==> src/rtl/mc_control_fsm_if.sv <==
// Control bus between the multi-cycle control FSM and the CPU datapath.
// The FSM (master) receives the decoded IR fields and datapath status,
// and drives the write-enables, PC selects and ALU controls.
interface mc_control_fsm_if;
    // datapath -> FSM
    logic [5:0] opcode;
    logic [5:0] funct;
    logic       zero;
    logic       mem_ready;
    // FSM -> datapath
    logic       ir_we;
    logic       pc_we;
    logic       jump;
    logic       beq;
    logic       bne;
    logic       regorimm;
    logic       reg_we;
    logic [1:0] regdst;
    logic [1:0] wb_src;
    logic       alu_src;
    logic [1:0] alu_op;
    logic       mem_we;

    modport master (
        input  opcode, funct, zero, mem_ready,
        output ir_we, pc_we, jump, beq, bne, regorimm,
        output reg_we, regdst, wb_src, alu_src, alu_op, mem_we
    );

    modport slave (
        output opcode, funct, zero, mem_ready,
        input  ir_we, pc_we, jump, beq, bne, regorimm,
        input  reg_we, regdst, wb_src, alu_src, alu_op, mem_we
    );
endinterface

==> src/rtl/mc_control_fsm.sv <==
// Multi-cycle CPU control FSM: FETCH/DECODE/EXEC/MEM/WB sequencing,
// write-enables, PC selects, ALU op and a retired-instruction counter.
// Optional build macro MEM_WAIT_EN: MEM stalls until mem_ready is high.
// Without it mem_ready is ignored and MEM always lasts one cycle.
module mc_control_fsm #(
    parameter int CNT_W = 32
) (
    input  logic             clk,
    input  logic             reset,
    mc_control_fsm_if.master bus,
    output logic [2:0]       state,
    output logic             illegal,
    output logic [CNT_W-1:0] retired
);

    typedef enum logic [2:0] {
        S_FETCH  = 3'd0,
        S_DECODE = 3'd1,
        S_EXEC   = 3'd2,
        S_MEM    = 3'd3,
        S_WB     = 3'd4
    } state_t;

    typedef enum logic [3:0] {
        I_LW, I_SW, I_RALU, I_ADDI, I_XORI,
        I_BEQ, I_BNE, I_J, I_JR, I_JAL, I_ILL
    } instr_t;

    // One cycle's worth of datapath control
    typedef struct packed {
        logic       ir_we;
        logic       pc_we;
        logic       jump;
        logic       beq;
        logic       bne;
        logic       regorimm;
        logic       reg_we;
        logic [1:0] regdst;
        logic [1:0] wb_src;
        logic       alu_src;
        logic [1:0] alu_op;
        logic       mem_we;
        logic       illegal;
    } ctrl_t;

    localparam logic [5:0] OP_R    = 6'h00;
    localparam logic [5:0] OP_J    = 6'h02;
    localparam logic [5:0] OP_JAL  = 6'h03;
    localparam logic [5:0] OP_BEQ  = 6'h04;
    localparam logic [5:0] OP_BNE  = 6'h05;
    localparam logic [5:0] OP_ADDI = 6'h08;
    localparam logic [5:0] OP_XORI = 6'h0E;
    localparam logic [5:0] OP_LW   = 6'h23;
    localparam logic [5:0] OP_SW   = 6'h2B;

    localparam logic [5:0] FN_JR   = 6'h08;
    localparam logic [5:0] FN_ADD  = 6'h20;
    localparam logic [5:0] FN_SUB  = 6'h22;
    localparam logic [5:0] FN_SLT  = 6'h2A;

    localparam logic [1:0] ALU_ADD = 2'd0;
    localparam logic [1:0] ALU_SUB = 2'd1;
    localparam logic [1:0] ALU_XOR = 2'd2;
    localparam logic [1:0] ALU_SLT = 2'd3;

    localparam logic [1:0] DST_RT  = 2'd0;
    localparam logic [1:0] DST_RD  = 2'd1;
    localparam logic [1:0] DST_R31 = 2'd2;

    localparam logic [1:0] WB_ALU  = 2'd0;
    localparam logic [1:0] WB_MEM  = 2'd1;
    localparam logic [1:0] WB_PC4  = 2'd2;

    state_t            state_q, state_d;
    logic [CNT_W-1:0]  retired_q, retired_d;
    instr_t            kind;
    logic [1:0]        r_alu_op;
    logic              mem_ok;
    ctrl_t             ctrl;

`ifdef MEM_WAIT_EN
    assign mem_ok = bus.mem_ready;
`else
    assign mem_ok = 1'b1;
`endif

    // Classify the IR into one instruction kind; anything unrecognised is illegal
    always_comb begin
        kind     = I_ILL;
        r_alu_op = ALU_ADD;
        case (bus.opcode)
            OP_R: begin
                case (bus.funct)
                    FN_ADD:  begin kind = I_RALU; r_alu_op = ALU_ADD; end
                    FN_SUB:  begin kind = I_RALU; r_alu_op = ALU_SUB; end
                    FN_SLT:  begin kind = I_RALU; r_alu_op = ALU_SLT; end
                    FN_JR:   kind = I_JR;
                    default: kind = I_ILL;
                endcase
            end
            OP_J:    kind = I_J;
            OP_JAL:  kind = I_JAL;
            OP_BEQ:  kind = I_BEQ;
            OP_BNE:  kind = I_BNE;
            OP_ADDI: kind = I_ADDI;
            OP_XORI: kind = I_XORI;
            OP_LW:   kind = I_LW;
            OP_SW:   kind = I_SW;
            default: kind = I_ILL;
        endcase
    end

    // Next-state and Moore/Mealy control decode; reset masks every write
    always_comb begin
        ctrl    = '0;
        state_d = state_q;
        case (state_q)
            S_FETCH: begin
                ctrl.ir_we = 1'b1;
                state_d    = S_DECODE;
            end
            S_DECODE: begin
                case (kind)
                    I_J: begin
                        ctrl.pc_we = 1'b1;
                        ctrl.jump  = 1'b1;
                    end
                    I_JR: begin
                        ctrl.pc_we    = 1'b1;
                        ctrl.jump     = 1'b1;
                        ctrl.regorimm = 1'b1;
                    end
                    I_JAL:   state_d = S_WB;
                    I_ILL: begin
                        // skip to PC+4: all selects stay 0
                        ctrl.illegal = 1'b1;
                        ctrl.pc_we   = 1'b1;
                    end
                    default: state_d = S_EXEC;
                endcase
            end
            S_EXEC: begin
                case (kind)
                    I_LW, I_SW: begin
                        ctrl.alu_src = 1'b1;
                        ctrl.alu_op  = ALU_ADD;
                        state_d      = S_MEM;
                    end
                    I_RALU: begin
                        ctrl.alu_op = r_alu_op;
                        state_d     = S_WB;
                    end
                    I_ADDI: begin
                        ctrl.alu_src = 1'b1;
                        ctrl.alu_op  = ALU_ADD;
                        state_d      = S_WB;
                    end
                    I_XORI: begin
                        ctrl.alu_src = 1'b1;
                        ctrl.alu_op  = ALU_XOR;
                        state_d      = S_WB;
                    end
                    I_BEQ: begin
                        ctrl.alu_op = ALU_SUB;
                        ctrl.pc_we  = 1'b1;
                        ctrl.beq    = bus.zero;
                    end
                    I_BNE: begin
                        ctrl.alu_op = ALU_SUB;
                        ctrl.pc_we  = 1'b1;
                        ctrl.bne    = ~bus.zero;
                    end
                    default: state_d = S_FETCH;
                endcase
            end
            S_MEM: begin
                case (kind)
                    I_LW: begin
                        if (mem_ok) state_d = S_WB;
                    end
                    I_SW: begin
                        // store stays asserted through any wait; commit on ready
                        ctrl.mem_we = 1'b1;
                        ctrl.pc_we  = mem_ok;
                    end
                    default: state_d = S_FETCH;
                endcase
            end
            S_WB: begin
                case (kind)
                    I_LW: begin
                        ctrl.reg_we = 1'b1;
                        ctrl.regdst = DST_RT;
                        ctrl.wb_src = WB_MEM;
                        ctrl.pc_we  = 1'b1;
                    end
                    I_RALU: begin
                        ctrl.reg_we = 1'b1;
                        ctrl.regdst = DST_RD;
                        ctrl.wb_src = WB_ALU;
                        ctrl.pc_we  = 1'b1;
                    end
                    I_ADDI, I_XORI: begin
                        ctrl.reg_we = 1'b1;
                        ctrl.regdst = DST_RT;
                        ctrl.wb_src = WB_ALU;
                        ctrl.pc_we  = 1'b1;
                    end
                    I_JAL: begin
                        ctrl.reg_we = 1'b1;
                        ctrl.regdst = DST_R31;
                        ctrl.wb_src = WB_PC4;
                        ctrl.pc_we  = 1'b1;
                        ctrl.jump   = 1'b1;
                    end
                    default: state_d = S_FETCH;
                endcase
            end
            default: state_d = S_FETCH;
        endcase

        // every commit ends the instruction
        if (ctrl.pc_we) state_d = S_FETCH;

        // abort: no writes in the reset cycle, only the IR load if already in FETCH
        if (reset) begin
            state_d    = S_FETCH;
            ctrl       = '0;
            ctrl.ir_we = (state_q == S_FETCH);
        end
    end

    // Retired counter advances once per commit and wraps naturally
    always_comb begin
        retired_d = retired_q + CNT_W'(ctrl.pc_we);
        if (reset) retired_d = '0;
    end

    // State and counter registers
    always_ff @(posedge clk) begin
        state_q   <= state_d;
        retired_q <= retired_d;
    end

    assign bus.ir_we    = ctrl.ir_we;
    assign bus.pc_we    = ctrl.pc_we;
    assign bus.jump     = ctrl.jump;
    assign bus.beq      = ctrl.beq;
    assign bus.bne      = ctrl.bne;
    assign bus.regorimm = ctrl.regorimm;
    assign bus.reg_we   = ctrl.reg_we;
    assign bus.regdst   = ctrl.regdst;
    assign bus.wb_src   = ctrl.wb_src;
    assign bus.alu_src  = ctrl.alu_src;
    assign bus.alu_op   = ctrl.alu_op;
    assign bus.mem_we   = ctrl.mem_we;
    assign illegal      = ctrl.illegal;
    assign state        = state_q;
    assign retired      = retired_q;

endmodule
==> src/flat_wrapper.sv <==
// flat-port wrapper written by rule: the top's interface ports become plain ports
module mc_control_fsm_flat 
#(
    parameter int CNT_W = 32
)
  (clk, reset, state, illegal, retired, bus_opcode, bus_funct, bus_zero, bus_mem_ready, bus_ir_we, bus_pc_we, bus_jump, bus_beq, bus_bne, bus_regorimm, bus_reg_we, bus_regdst, bus_wb_src, bus_alu_src, bus_alu_op, bus_mem_we);
  mc_control_fsm_if bus_i ();
  input  logic clk;
  input  logic reset;
  output logic [2:0] state;
  output logic illegal;
  output logic [CNT_W-1:0] retired;
  input wire logic [$bits(bus_i.opcode)-1:0] bus_opcode;
  input wire logic [$bits(bus_i.funct)-1:0] bus_funct;
  input wire logic [$bits(bus_i.zero)-1:0] bus_zero;
  input wire logic [$bits(bus_i.mem_ready)-1:0] bus_mem_ready;
  output wire logic [$bits(bus_i.ir_we)-1:0] bus_ir_we;
  output wire logic [$bits(bus_i.pc_we)-1:0] bus_pc_we;
  output wire logic [$bits(bus_i.jump)-1:0] bus_jump;
  output wire logic [$bits(bus_i.beq)-1:0] bus_beq;
  output wire logic [$bits(bus_i.bne)-1:0] bus_bne;
  output wire logic [$bits(bus_i.regorimm)-1:0] bus_regorimm;
  output wire logic [$bits(bus_i.reg_we)-1:0] bus_reg_we;
  output wire logic [$bits(bus_i.regdst)-1:0] bus_regdst;
  output wire logic [$bits(bus_i.wb_src)-1:0] bus_wb_src;
  output wire logic [$bits(bus_i.alu_src)-1:0] bus_alu_src;
  output wire logic [$bits(bus_i.alu_op)-1:0] bus_alu_op;
  output wire logic [$bits(bus_i.mem_we)-1:0] bus_mem_we;
  assign bus_i.opcode = bus_opcode;
  assign bus_i.funct = bus_funct;
  assign bus_i.zero = bus_zero;
  assign bus_i.mem_ready = bus_mem_ready;
  assign bus_ir_we = bus_i.ir_we;
  assign bus_pc_we = bus_i.pc_we;
  assign bus_jump = bus_i.jump;
  assign bus_beq = bus_i.beq;
  assign bus_bne = bus_i.bne;
  assign bus_regorimm = bus_i.regorimm;
  assign bus_reg_we = bus_i.reg_we;
  assign bus_regdst = bus_i.regdst;
  assign bus_wb_src = bus_i.wb_src;
  assign bus_alu_src = bus_i.alu_src;
  assign bus_alu_op = bus_i.alu_op;
  assign bus_mem_we = bus_i.mem_we;
  mc_control_fsm #(.CNT_W(CNT_W)) u_core (.clk(clk), .reset(reset), .bus(bus_i), .state(state), .illegal(illegal), .retired(retired));
endmodule
==> config.mk <==
export PLATFORM = sky130hd
export DESIGN_NAME = mc_control_fsm_flat
export DESIGN_NICKNAME = d
export VERILOG_FILES = /design/src/rtl/mc_control_fsm_if.sv /design/src/rtl/mc_control_fsm.sv /design/src/flat_wrapper.sv
export SDC_FILE = /design/constraint.sdc
export NUM_CORES = 1
export LEC_CHECK = 0
export CORE_MARGIN = 2
export CORE_UTILIZATION = 46
export CTS_CLUSTER_SIZE = 10
export DETAILED_ROUTE_END_ITERATION = 6
export HOLD_SLACK_MARGIN = 0.12
export PLACE_DENSITY = 0.79
export SLEW_MARGIN = 25
export SYNTH_ARGS = -nofsm -noshare
export SYNTH_HDL_FRONTEND = slang
export SYNTH_SLANG_ARGS = --single-unit
==> constraint.sdc <==
create_clock -name clk -period 4.1 [get_ports clk]
set_input_delay 0.41 -clock clk [delete_from_list [all_inputs] [get_ports clk]]
set_output_delay 0.41 -clock clk [all_outputs]
set_load 0.01 [all_outputs]
# ---- Word level (Yosys, flattened, before mapping)
# Index checks and enable logic that the tools add are counted.
dict set report classes {
  n_addsub 1
  reduce_logical 14
  n_eq_ne 30
  bitwise_logic 1
  n_mux 32
}
# op n
set op_table {}
lappend op_table {{one-hot mux 4 bit (9 select lines)} 1}
lappend op_table {{adder 32 x 1 -> 32 bit} 1}
lappend op_table {{equality test 6 bit (second input constant)} 5}
lappend op_table {{one-hot mux 5 bit (4 select lines)} 1}
lappend op_table {{equality test 6 x 4 -> 1 bit (second input constant)} 3}
lappend op_table {{equality test 4 x 3 -> 1 bit (second input constant)} 4}
lappend op_table {{2-to-1 mux 16 bit} 1}
lappend op_table {{2-to-1 mux 1 bit} 15}
lappend op_table {{one-hot mux 3 bit (5 select lines)} 1}
lappend op_table {{equality test 4 bit (second input constant)} 3}
lappend op_table {{equality test 6 x 2 -> 1 bit (second input constant)} 2}
lappend op_table {{equality test 6 x 3 -> 1 bit (second input constant)} 2}
lappend op_table {{one-hot mux 3 bit (2 select lines)} 2}
lappend op_table {{OR reduction 2 bit} 5}
lappend op_table {{one-hot mux 3 bit (3 select lines)} 1}
lappend op_table {{OR reduction 3 bit} 3}
lappend op_table {{equality test 4 x 2 -> 1 bit (second input constant)} 2}
lappend op_table {{inequality test 2 bit (second input constant)} 4}
lappend op_table {{one-hot mux 4 bit (2 select lines)} 1}
lappend op_table {{equality test 3 x 2 -> 1 bit (second input constant)} 2}
lappend op_table {{logical NOT 6 bit} 1}
lappend op_table {{2-to-1 mux 3 bit} 2}
lappend op_table {{one-hot mux 2 bit (3 select lines)} 1}
lappend op_table {{2-to-1 mux 5 bit} 1}
lappend op_table {{other kinds (13)} 14}
dict set report totals {
  output_inout_bits 51
  wordCells 80
  register_bits 35
  in_bits 16
}

# ---- Longest topological paths before layout
# Gate-level depths: netlist of run 1.
dict set report depth {
  depth_word 10
  ltp_mapped 16
}

# ---- Least setup slack after synthesis of run 1
# Ideal clock, no wire load.
dict set report synth_timing {
  kind {input port to flip-flop}
  startpoint {input port bus_opcode[5]}
  endpoint {register u_core.retired_q[28], in the netlist u_core.retired[28]}
  t_arrival_ps 3513
  slack_ps 516
  path_stages 14
  cell_sequence {or4_1 > clkbuf_1 > a2111oi_2 > a211o_1 > o221a_2 > a31oi_1 > o211ai_1 > ha_1 > ha_1 > nand4_1 > or4_1 > buf_2 > or3_1 > a21oi_1}
}
dict set report synth_via {
  elab_chain_len 8
}
# element line_no
set synth_lines {}
lappend synth_lines {{start: declaration} flat_wrapper.sv:13} ;# input wire logic [$bits(bus_i.opcode)-1:0] bus_opcode;
lappend synth_lines {{equality test 6 bit (tied with other cells)} mc_control_fsm.sv:91} ;# case (bus.opcode)
lappend synth_lines {{one-hot mux 4 bit (9 select lines) *} mc_control_fsm.sv:91}
lappend synth_lines {{equality test 4 x 2 -> 1 bit (tied with other cells)} mc_control_fsm.sv:190} ;# case (kind)
lappend synth_lines {{OR reduction 5 bit (no source line) (tied with other cells)} --}
lappend synth_lines {{2-to-1 mux 1 bit (on tied branches)} {mc_control_fsm.sv:190, mc_control_fsm.sv:123, mc_control_fsm.sv:143}}
lappend synth_lines {{one-hot mux 1 bit (4 select lines) *} mc_control_fsm.sv:117} ;# case (state_q)
lappend synth_lines {{2-to-1 mux 16 bit *} mc_control_fsm.sv:226} ;# if (reset) begin
lappend synth_lines {{net bus_pc_we} flat_wrapper.sv:18} ;# output wire logic [$bits(bus_i.pc_we)-1:0] bus_pc_we;
lappend synth_lines {{adder 32 x 1 -> 32 bit *} mc_control_fsm.sv:235} ;# retired_d = retired_q + CNT_W'(ctrl.pc_we);
lappend synth_lines {{end signal: assignment} mc_control_fsm.sv:242} ;# retired_q <= retired_d;
lappend synth_lines {{end: declaration} mc_control_fsm.sv:75} ;# logic [CNT_W-1:0] retired_q, retired_d;
# Mark *: on every way through the listed nets, which the timed path passes. The rest lies on a longest branch.
# A chain may end at the register's enable or synchronous reset.

# ---- Worst setup path after layout of run 1
dict set report layout_timing {
  startpoint {input port bus_opcode[3]}
  endpoint {register u_core.retired_q[28], in the netlist u_core.retired[28]}
}
dict set report layout_via {
  elab_chain_len 8
}
# element line_no
set layout_lines {}
lappend layout_lines {{equality test 6 bit (tied with other cells)} mc_control_fsm.sv:91}
lappend layout_lines {{one-hot mux 4 bit (9 select lines) *} mc_control_fsm.sv:91}
lappend layout_lines {{equality test 4 x 2 -> 1 bit (tied with other cells)} mc_control_fsm.sv:190}
lappend layout_lines {{OR reduction 5 bit (no source line) (tied with other cells)} --}
lappend layout_lines {{2-to-1 mux 1 bit (on tied branches)} {mc_control_fsm.sv:190, mc_control_fsm.sv:123, mc_control_fsm.sv:143}}
lappend layout_lines {{one-hot mux 1 bit (4 select lines) *} mc_control_fsm.sv:117}
lappend layout_lines {{2-to-1 mux 16 bit *} mc_control_fsm.sv:226}
lappend layout_lines {{adder 32 x 1 -> 32 bit *} mc_control_fsm.sv:235}
# Every way passes the cells marked *; elsewhere a longest branch is shown, timed or not.

==> results.cfg, run 1 <==
[synthesis]
synth_top_area_share_pct = 33.47
synth-edff-count = 0
seq_area_frac_synth_pct = 33.47
synth_cells = 266
synth_top_area_cell = dfxtp_1
synthTopCellsByArea = dfxtp_1 (33%), xor2_1 (7.5%), nor2_1 (6.8%), nand3_1 (4.1%), a21oi_1 (3.3%)
synthArstFlopShare_pct = 0
yosys-top-cells-count = nor2_1 (38), dfxtp_1 (35), nand2_1 (18), xor2_1 (18), nand3_1 (17)
synth_area_um2 = 2093
yosysWarnings = 0
avgSynthCellArea_um2 = 7.869
ys_ff_latch = 35
yosys.cell_count.top_type = nor2_1
synthFlopType = dfxtp_1
synth_nets = 284
synth_cell_type_count = 50

[power]
seq_power_share_pct = 51.2
switchingPower_mw = 0.1681
internal-power_mw = 0.5123
power_density_nw_per_um2 = 227.0
power.total_mw = 0.6804
swShare_pct = 24.71
vdd_drop_max_v = 0.0002259
p_comb_share_pct = 14.4
leakagePower_nw = 1.059
clockPowerShare_pct = 34.4

[setup_path]
r2r_slack_ns = 0.90
worstSetupPathType = primary input to flop
crit_required_ns = 4.31
crit_family = simple AND/OR/NAND/NOR gates
worst_setup_path_end_kind = flop
path_buf_inv = 1
worstPathArrival_ns = 4.02
startpoint_type = primary input
worstReg2RegEnd = u_core.retired[28]
critPathSlowestCell = or4_1
crit_chain = clkdlybuf4s50_1 > or4_1 > a2111oi_2 > a211o_1 > o221a_2 > a31oi_1 > o211ai_1 > ha_1 > ha_1 > nand4_1 > or4_1 > or3_1 > a21oi_1
reg2reg_depth = 11
max_stage_delay_ns = 0.58
crit_fanout = 7
timing.rr.start = u_core.state[2]

[clock_network]
cts_max_level = 2
clk_pin_slew_ns = 0.07
cts_resized = 0
post_cts_buffers = 0
cts_buffer_depth = 2
cts_tree = done
cts-root-buf = clkbuf_8
clk_latency_ns = 0.28
cts_sinks = 35
postCtsHoldBufs = 0
cts-buffers-inserted = 5

[floorplanning]
placementRows = 24
ios = 67
die_h_um = 71.46
dieArea_um2 = 5106
core-area_um2 = 4354
initial_core_util_pct = 48.07
fp.dieW_um = 71.46

[worst_hold_path]
hold_start = u_core.retired[31]
hold_depth = 2
whs_endpoint = u_core.retired[31]
hold_class = flop to flop

[detailed_routing]
drt_first_pass_iters = 4
routed_wirelength_um = 5432
avgViaCountPerCell = 5.543
drc = 0
wire_per_inst_um = 13.72
vias = 2195
ant_nets = 0
initialDrtViolationCount = 87

[timing]
fin_crit_ns = 3.806
post-route-period-util_pct = 92.83
worst_slack_ns = 0.2939
clock.fmax_ghz = 0.2627
rsz0062_at_grt = false
whs_ns = 0.4894
setup_viol = 0
hold_viol = 0
setup-tns-final_ns = 0
worstMarginPinSlew_ns = 0.4359
slew_headroom_pct = 70.72
clock_skew_ns = 0.004283
slew_violations = 0

[run]
cap_viol_max_count = 0

[final_layout]
antenna_cells = 0
nets = 361
syn_to_final_growth_pct = 43.22
drive_gt1_share_pct = 10.17
finalNonFillerCells = 396

[placement]
portBuffers = 65
dp.cells = 388
hpwl_um = 4115
gp_congestion = 0.9456
dpl_worst_slack_ns = -0.01248

[grt]
grt_pass1_wl_um = 9390
grt_start_max_net_pins = 38
antenna_found_initial = 0
grt_pass1_vias = 2036
groute.usage.overall_pct = 22.83
overflow = 0

[status]
status = complete, no violations
==> metal layers <==
metal	global-route usage, %	vias to the layer above	wire length (um)
met3	5.063	14	284
met4	7.966	0	121
met1	31.16	1003	2508
li1	-	1109	-
met5	0	-	0
met2	35.70	69	2517
==> cell families after synthesis <==
logic type               share of synthesized area, %
AO/OA/AOI/OAI                                   12.19
buffers and inverters                           3.885
adder cells (fa/ha/maj)                         1.195
flip-flops                                      33.47
XOR/XNOR                                        10.88
multiplexers                                   0.9564
AND/OR/NAND/NOR                                 37.42
==> sequential cells by signal, indices dropped and copies added, names as in the netlist <==
signal,count
u_core.state,3
u_core.retired,32
==> per-stage QoR <==
stage / cell area, um2 / util [%]
after floorplan: 2093 / -
after global placement: 2905 / 66.72
after detailed placement: 2905 / 66.72
after CTS: 2987 / 68.59
after global routing: 2998 / 68.85
final: 2998 / 68.85
==> tightest hold or removal path, delay by kind of cell (launching register included) <==
family	cells	cell delay, ns
flops	1	0.31
compound gates	2	0.13
==> layout by cell type (no fill, tap or decap), types with 2 or more instances in the layout <==
cell type,netlist,final
nor2b_1,5,5
nor4_1,6,5
xor2_1,18,18
nor3_1,11,10
nand2b_1,3,3
nor2_1,38,38
nand2_1,18,18
nor4b_1,3,3
a21o_1,2,2
mux2i_1,2,2
clkbuf_1,9,2
o21ai_0,10,10
a31oi_1,3,3
and4b_1,2,2
buf_4,1,18
and3_1,5,5
or2_1,2,2
a21oi_1,14,14
xnor2_1,8,8
dfxtp_1,35,35
clkbuf_8,0,5
or4_1,3,3
nand3_1,17,17
inv_1,6,6
clkdlybuf4s50_1,0,65
or3_1,7,7
a211o_1,2,2
nor3b_1,5,5
nand4_1,5,5
ha_1,2,2
==> power by group through the flow <==
stage / registers [mW] / clock network, mW / logic [mW]
final: 0.348 / 0.234 / 0.0982
after global routing: 0.349 / 0.255 / 0.109
after CTS: 0.348 / 0.241 / 0.0978
after detailed placement: 0.356 / 0 / 0.0973
after global placement: 0.356 / 0 / 0.0968
after floorplan: 0.356 / 0 / 0.0461
==> area by class of cell <==
class | instances | area [um2]
fillers | 371 | 1356
multi-input cells | 211 | 1323
repair buffers | 84 | 805.8
flip-flops and latches | 35 | 700.7
clock buffers | 7 | 76.32
well taps | 52 | 65.06
inverters | 6 | 22.52
clock inverters | 1 | 5.005
==> worst max-delay path by stage <==
stage	from	endpoint	slack (ns)	cells past startpoint
2_1_floorplan	bus_opcode[5]	u_core.retired[28]	0.52	14
3_3_place_gp	bus_opcode[3]	u_core.retired[22]	0.08	15
3_5_place_dp	bus_opcode[3]	u_core.retired[22]	-0.01	15
4_1_cts	bus_opcode[3]	u_core.retired[22]	0.27	15
5_1_grt	bus_opcode[3]	u_core.retired[22]	0.01	15
6_report	bus_opcode[3]	u_core.retired[28]	0.29	13
No activity file was read; power rests on OpenSTA's default activity.
==> run 2, diff against run 1 <==
--- a/config.mk
+++ b/config.mk
@@ -5,12 +5,15 @@
 export SDC_FILE = /design/constraint.sdc
 export NUM_CORES = 1
 export LEC_CHECK = 0
+export ABC_AREA = 1
+export CELL_PAD_IN_SITES_DETAIL_PLACEMENT = 1
+export CELL_PAD_IN_SITES_GLOBAL_PLACEMENT = 1
 export CORE_MARGIN = 2
-export CORE_UTILIZATION = 46
+export CORE_UTILIZATION = 32
 export CTS_CLUSTER_SIZE = 10
 export DETAILED_ROUTE_END_ITERATION = 6
 export HOLD_SLACK_MARGIN = 0.12
-export PLACE_DENSITY = 0.79
+export PLACE_DENSITY = 0.8
 export SLEW_MARGIN = 25
 export SYNTH_ARGS = -nofsm -noshare
 export SYNTH_HDL_FRONTEND = slang
==> results.cfg, run 2 <==
[detailed_routing]
drt_first_pass_iters = 4
wl_met3_um = 173
vias = 2476
wl_met2_um = 3439
drc = 0
wire_per_inst_um = 13.62
initialDrtViolationCount = 54
routed_wirelength_um = 6826
avgViaCountPerCell = 4.942
ant_nets = 0
wl_met1_um = 3095
dr.max_layer_used = met4

[setup_path]
timing.rr.start = u_core.state[0]
crit_fanout = 4
worst_setup_path_end_kind = flop
cp_common_cell = nand2_1
crit_required_ns = 4.29
path_buf_inv = 2
crit_family = simple AND/OR/NAND/NOR gates
worstSetupPathType = primary input to flop
critPathLaunch = bus_funct[5]
worstPathArrival_ns = 3.78
max_stage_delay_ns = 0.47
critPathSlowestCell = clkdlybuf4s50_1
startpoint_type = primary input

[timing]
fin_crit_ns = 3.585
worstMarginPinSlew_ns = 0.5908
post-route-period-util_pct = 87.44
setup-tns-final_ns = 0
clock.fmax_ghz = 0.2789
slew_violations = 0
slew_headroom_pct = 60.31
setup_viol = 0
clock_skew_ns = 0.01162
hold_viol = 0
whs_ns = 0.5027
rsz0062_at_grt = false

[floorplanning]
die_h_um = 86.20
dieArea_um2 = 7430
ios = 67
fp.dieW_um = 86.20
core-area_um2 = 6459
placementRows = 29
initial_core_util_pct = 33.48

[grt]
grt_pass1_vias = 2488
grt_pass1_wl_um = 11390
grt_start_max_net_pins = 23
groute.usage.overall_pct = 19.25
overflow = 0
antenna_found_initial = 0

[placement]
gp_congestion = 0.8342
post_dp_cell_area_um2 = 2999
hpwl_um = 5413
portBuffers = 65
dp.cells = 491

[clock_network]
cts_tree = done
cts_sinks = 35
cts-buffers-inserted = 5
cts-root-buf = clkbuf_8
clk_latency_ns = 0.30
clk_pin_slew_ns = 0.08
cts_buffer_depth = 2
cts_max_level = 2

[synthesis]
synth-edff-count = 0
avgSynthCellArea_um2 = 6.378
seq_area_frac_synth_pct = 32.41
synth_area_um2 = 2162
synth_nets = 357
synthTopCellsByArea = dfxtp_1 (32%), nand2_1 (11%), inv_1 (10%), nor2_1 (9.5%), nand3_1 (4.6%)
yosysWarnings = 0
yosys-top-cells-count = nand2_1 (62), inv_1 (59), nor2_1 (55)
synthArstFlopShare_pct = 0
synth_cells = 339
ys_ff_latch = 35
synthFlopType = dfxtp_1
synth_cell_type_count = 32
synth_top_area_share_pct = 32.41
synth_top_area_cell = dfxtp_1
yosys.cell_count.top_type = nand2_1

[final_layout]
largest_reg_flops = 32
finalNonFillerCells = 501
antenna_cells = 0
post-route-cell-area_um2 = 3137
final_cell_mix = nand2_1 (62), inv_1 (59), clkdlybuf4s50_1 (59)
final_common_cell = nand2_1
drive_gt1_share_pct = 12.26
syn_to_final_growth_pct = 45.08
fin_util_pct = 48.57
nets = 441

[power]
leakagePower_nw = 1.356
power_density_nw_per_um2 = 241.5
vdd_drop_max_v = 0.0001436

[worst_hold_path]
hold_start = u_core.retired[4]
hold_class = flop to flop

[run]
cap_viol_max_count = 0

[status]
status = complete, no violations
## run 2: cell types whose count changed after synthesis, sizes merged, moves of 4 or more
| cell | before | now |
|---|---|---|
| nand3 | 19 | 23 |
| xor2 | 18 | 1 |
| or3 | 7 | 0 |
| nor2b | 5 | 0 |
| inv | 6 | 59 |
| nor4 | 7 | 3 |
| nand2 | 18 | 65 |
| nand4 | 6 | 13 |
| and3 | 5 | 1 |
| nor3 | 11 | 17 |
| clkbuf | 9 | 4 |
| nor2 | 38 | 67 |
| buf | 5 | 1 |
## run 2: kinds of logic after synthesis
kind of cell / synth area share [%]
flip-flops: 32.41
AND/OR/NAND/NOR: 44.04
XOR/XNOR: 2.431
adder cells (fa/ha/maj): 1.157
AO/OA/AOI/OAI: 8.681
buffers and inverters: 11.28
## run 2: worst reg2reg max path: cells and delay by family, from the launching register on
| kind | cells | cell delay, ns |
|---|---|---|
| buffers and inverters | 2 | 0.24 |
| and+or+nand+nor | 12 | 1.77 |
| adders and majority gates | 2 | 0.39 |
| DFF | 1 | 0.40 |
| AOI/OAI and AO/OA | 2 | 0.23 |
## run 2: per-layer routing
metal,GRT usage (%),vias to the layer above
li1,-,1260
met1,23.62,1164
met2,33.69,43
met3,4.190,9
met4,5.966,0
met5,0,-
## run 2: final timing paths
path	endpoint	slack, ns	cells past startpoint
hold reg to reg	u_core.retired[4]	0.50	2
setup reg to reg	u_core.retired[24]	0.97	18
hold / removal	u_core.retired[4]	0.50	2
setup / recovery	u_core.retired[24]	0.51	25
## run 2: power by group
part / switching (mW) / internal, mW / leakage (nW)
logic: 0.0846 / 0.0660 / 1.03
clock network: 0.134 / 0.119 / 0.0422
registers: 0.00676 / 0.347 / 0.282
## run 2: metrics by stage
| step | worst slack [ns] | total power [mW] |
|---|---|---|
| 2_1_floorplan | 0.8476 | 0.4357 |
| 3_3_place_gp | 0.04627 | 0.5050 |
| 3_5_place_dp | -0.06802 | 0.5095 |
| 4_1_cts | 0.2099 | 0.7634 |
| 5_1_grt | 0.02742 | 0.8012 |
| 6_report | 0.5148 | 0.7576 |
## run 2: cell type report
cell class              count  area [um2]
clock buffers               7       76.32
clock inverters             1       5.005
fillers                   862        3322
inverters                  59       221.5
multi-input cells         241        1251
flip-flops and latches     35       700.7
well taps                  77       96.34
repair buffers             81       785.8
## run 2: repair_timing
| action | CTS | global route |
|---|---|---|
| setup endpoints to repair | 0 | 14 |
| buffers inserted | 0 | 1 |
| hold buffers | 0 | 0 |
| resized for setup | 0 | 14 |
==> run 3, diff against run 2 <==
--- a/config.mk
+++ b/config.mk
@@ -5,15 +5,15 @@
 export SDC_FILE = /design/constraint.sdc
 export NUM_CORES = 1
 export LEC_CHECK = 0
-export ABC_AREA = 1
 export CELL_PAD_IN_SITES_DETAIL_PLACEMENT = 1
 export CELL_PAD_IN_SITES_GLOBAL_PLACEMENT = 1
 export CORE_MARGIN = 2
-export CORE_UTILIZATION = 32
+export CORE_UTILIZATION = 33
 export CTS_CLUSTER_SIZE = 10
 export DETAILED_ROUTE_END_ITERATION = 6
 export HOLD_SLACK_MARGIN = 0.12
-export PLACE_DENSITY = 0.8
+export MAX_ROUTING_LAYER = met4
+export PLACE_DENSITY = 0.79
 export SLEW_MARGIN = 25
 export SYNTH_ARGS = -nofsm -noshare
 export SYNTH_HDL_FRONTEND = slang
==> results.cfg, run 3 (synthesized netlist as in run 1, its figures left out) <==
[status]
status = complete, no violations

[clock_network]
cts-buffers-inserted = 5
cts-root-buf = clkbuf_8
cts_buffer_depth = 2
postCtsHoldBufs = 0
cts_sinks = 35
clk_latency_ns = 0.29
cts_tree = done
post_cts_buffers = 0
cts_max_level = 2
clk_pin_slew_ns = 0.07

[timing]
post-route-period-util_pct = 92.30
worstMarginPinSlew_ns = 0.4375
slew_headroom_pct = 70.61
clock_skew_ns = 0.007932
hold_viol = 0
setup_viol = 0
clock.fmax_ghz = 0.2642
fin_crit_ns = 3.784
slew_violations = 0

[power]
vdd_drop_max_v = 0.0001290
leakagePower_nw = 1.049
power_density_nw_per_um2 = 227.6
power.total_mw = 0.6837

[floorplanning]
die_h_um = 83.65
core-area_um2 = 6241
placementRows = 29
dieArea_um2 = 6996
fp.dieW_um = 83.65
ios = 67
initial_core_util_pct = 33.54

[detailed_routing]
initialDrtViolationCount = 51
avgViaCountPerCell = 5.317
wire_per_inst_um = 15.27
vias = 2233
drc = 0
routed_wirelength_um = 6414
ant_nets = 0
drt_first_pass_iters = 4

[placement]
portBuffers = 65
gp_congestion = 0.8783
dp.cells = 412
hpwl_um = 4836
post_dp_cell_area_um2 = 2917

[final_layout]
fillers = 774
antenna_cells = 0
syn_to_final_growth_pct = 43.51
nets = 360
final_cell_mix = clkdlybuf4s50_1 (65), nor2_1 (38), dfxtp_1 (35)
post-route-cell-area_um2 = 3004
finalNonFillerCells = 420
largest_reg_flops = 32
final_common_cell = clkdlybuf4s50_1
drive_gt1_share_pct = 9.621

[setup_path]
crit_required_ns = 4.31
worstPathArrival_ns = 4.00
worstSetupPathType = primary input to flop
max_stage_delay_ns = 0.57
startpoint_type = primary input
crit_chain = clkdlybuf4s50_1 > or4_1 > buf_4 > nor3_1 > a21oi_1 > nand2_1 > nand4b_1 > o211ai_1 > ha_1 > ha_1 > nand4_1 > or4_1 > or3_1 > a21oi_1
critPathSlowestCell = or4_1
worst_setup_path_end_kind = flop
crit_fanout = 7

[worst_hold_path]
hold_class = flop to flop

[grt]
groute.usage.overall_pct = 19.29
grt_pass1_wl_um = 10880
grt_start_max_net_pins = 38
antenna_found_initial = 0
grt_pass1_vias = 2268
overflow = 0

[run]
cap_viol_max_count = 0
-- run 3: changes by cell type in the layout (fill, tap and decap cells not counted), sizes merged, moves of 5 or more --
cell           previous run  this run
or3                       0         7
nand2                    65        18
xor2                      1        18
nor2                     68        38
dlymetal6s2s              6         0
clkdlybuf4s50            59        65
inv                      59         6
nor3                     17        11
nand4                    13         6
nor2b                     0         5
-- run 3: layout make-up --
| cell class | instances | area (um2) | area share [%] |
|---|---|---|---|
| Multi-Input combinational cell | 211 | 1318 | 43.86 |
| Timing Repair Buffer | 83 | 785.8 | 26.16 |
| Sequential cell | 35 | 700.7 | 23.32 |
| Tap cell | 77 | 96.34 | 3.207 |
| Clock buffer | 7 | 76.32 | 2.541 |
| Inverter | 6 | 22.52 | 0.7497 |
| Clock inverter | 1 | 5.005 | 0.1666 |
-- run 3: path summary, 6_finish.rpt --
| check | cells past startpoint | to | start | slack, ns |
|---|---|---|---|---|
| worst min-delay path | 2 | u_core.retired[31] | u_core.retired[31] | 0.49 |
| worst max-delay path | 14 | u_core.retired[26] | bus_opcode[5] | 0.32 |
| worst max register to register | 10 | u_core.retired[26] | u_core.state[2] | 0.83 |
| worst min register to register | 2 | u_core.retired[31] | u_core.retired[31] | 0.49 |
-- run 3: what timing repair did --
action / CTS / global route
gates resized for setup: 0 / 1
setup endpoints to repair: 0 / 1
endpoints found under the hold margin: 0 / 0
-- run 3: where the power goes --
part           internal (mW)  total, mW  leakage (nW)  switching, mW
Clock                  0.119      0.237        0.0422          0.118
Sequential             0.343      0.348         0.282        0.00535
Combinational         0.0483     0.0985         0.725         0.0502
Total                  0.510      0.684          1.05          0.173
-- run 3: per-stage QoR --
step	setup TNS, ns	setup WS [ns]	utilization [%]	hold WS (ns)
after floorplan	0	0.5165	-	0.5023
after global placement	0	0.1083	46.73	0.4686
after detailed placement	-0.008741	-0.008741	46.73	0.4939
after CTS	0	0.2717	48.04	0.5034
after global routing	-0.02857	-0.02857	48.14	0.5216
final	0	0.3156	48.14	0.4944
-- run 3: worst max-delay path: cells and delay by family --
kind                       cells  cell delay (ns)
and+or+nand+nor                7             2.07
buffers and inverters          2             0.61
AOI/OAI and AO/OA              3             0.49
adders and majority gates      2             0.42
-- run 3: layer usage --
metal  vias up  track usage (%)  part of all wire [%]
met4         0            4.106                  0.48
met3         5            4.055                   4.4
met5         -                -                     0
li1       1098                -                     -
met1      1074            24.45                    46
met2        56            31.85                    49
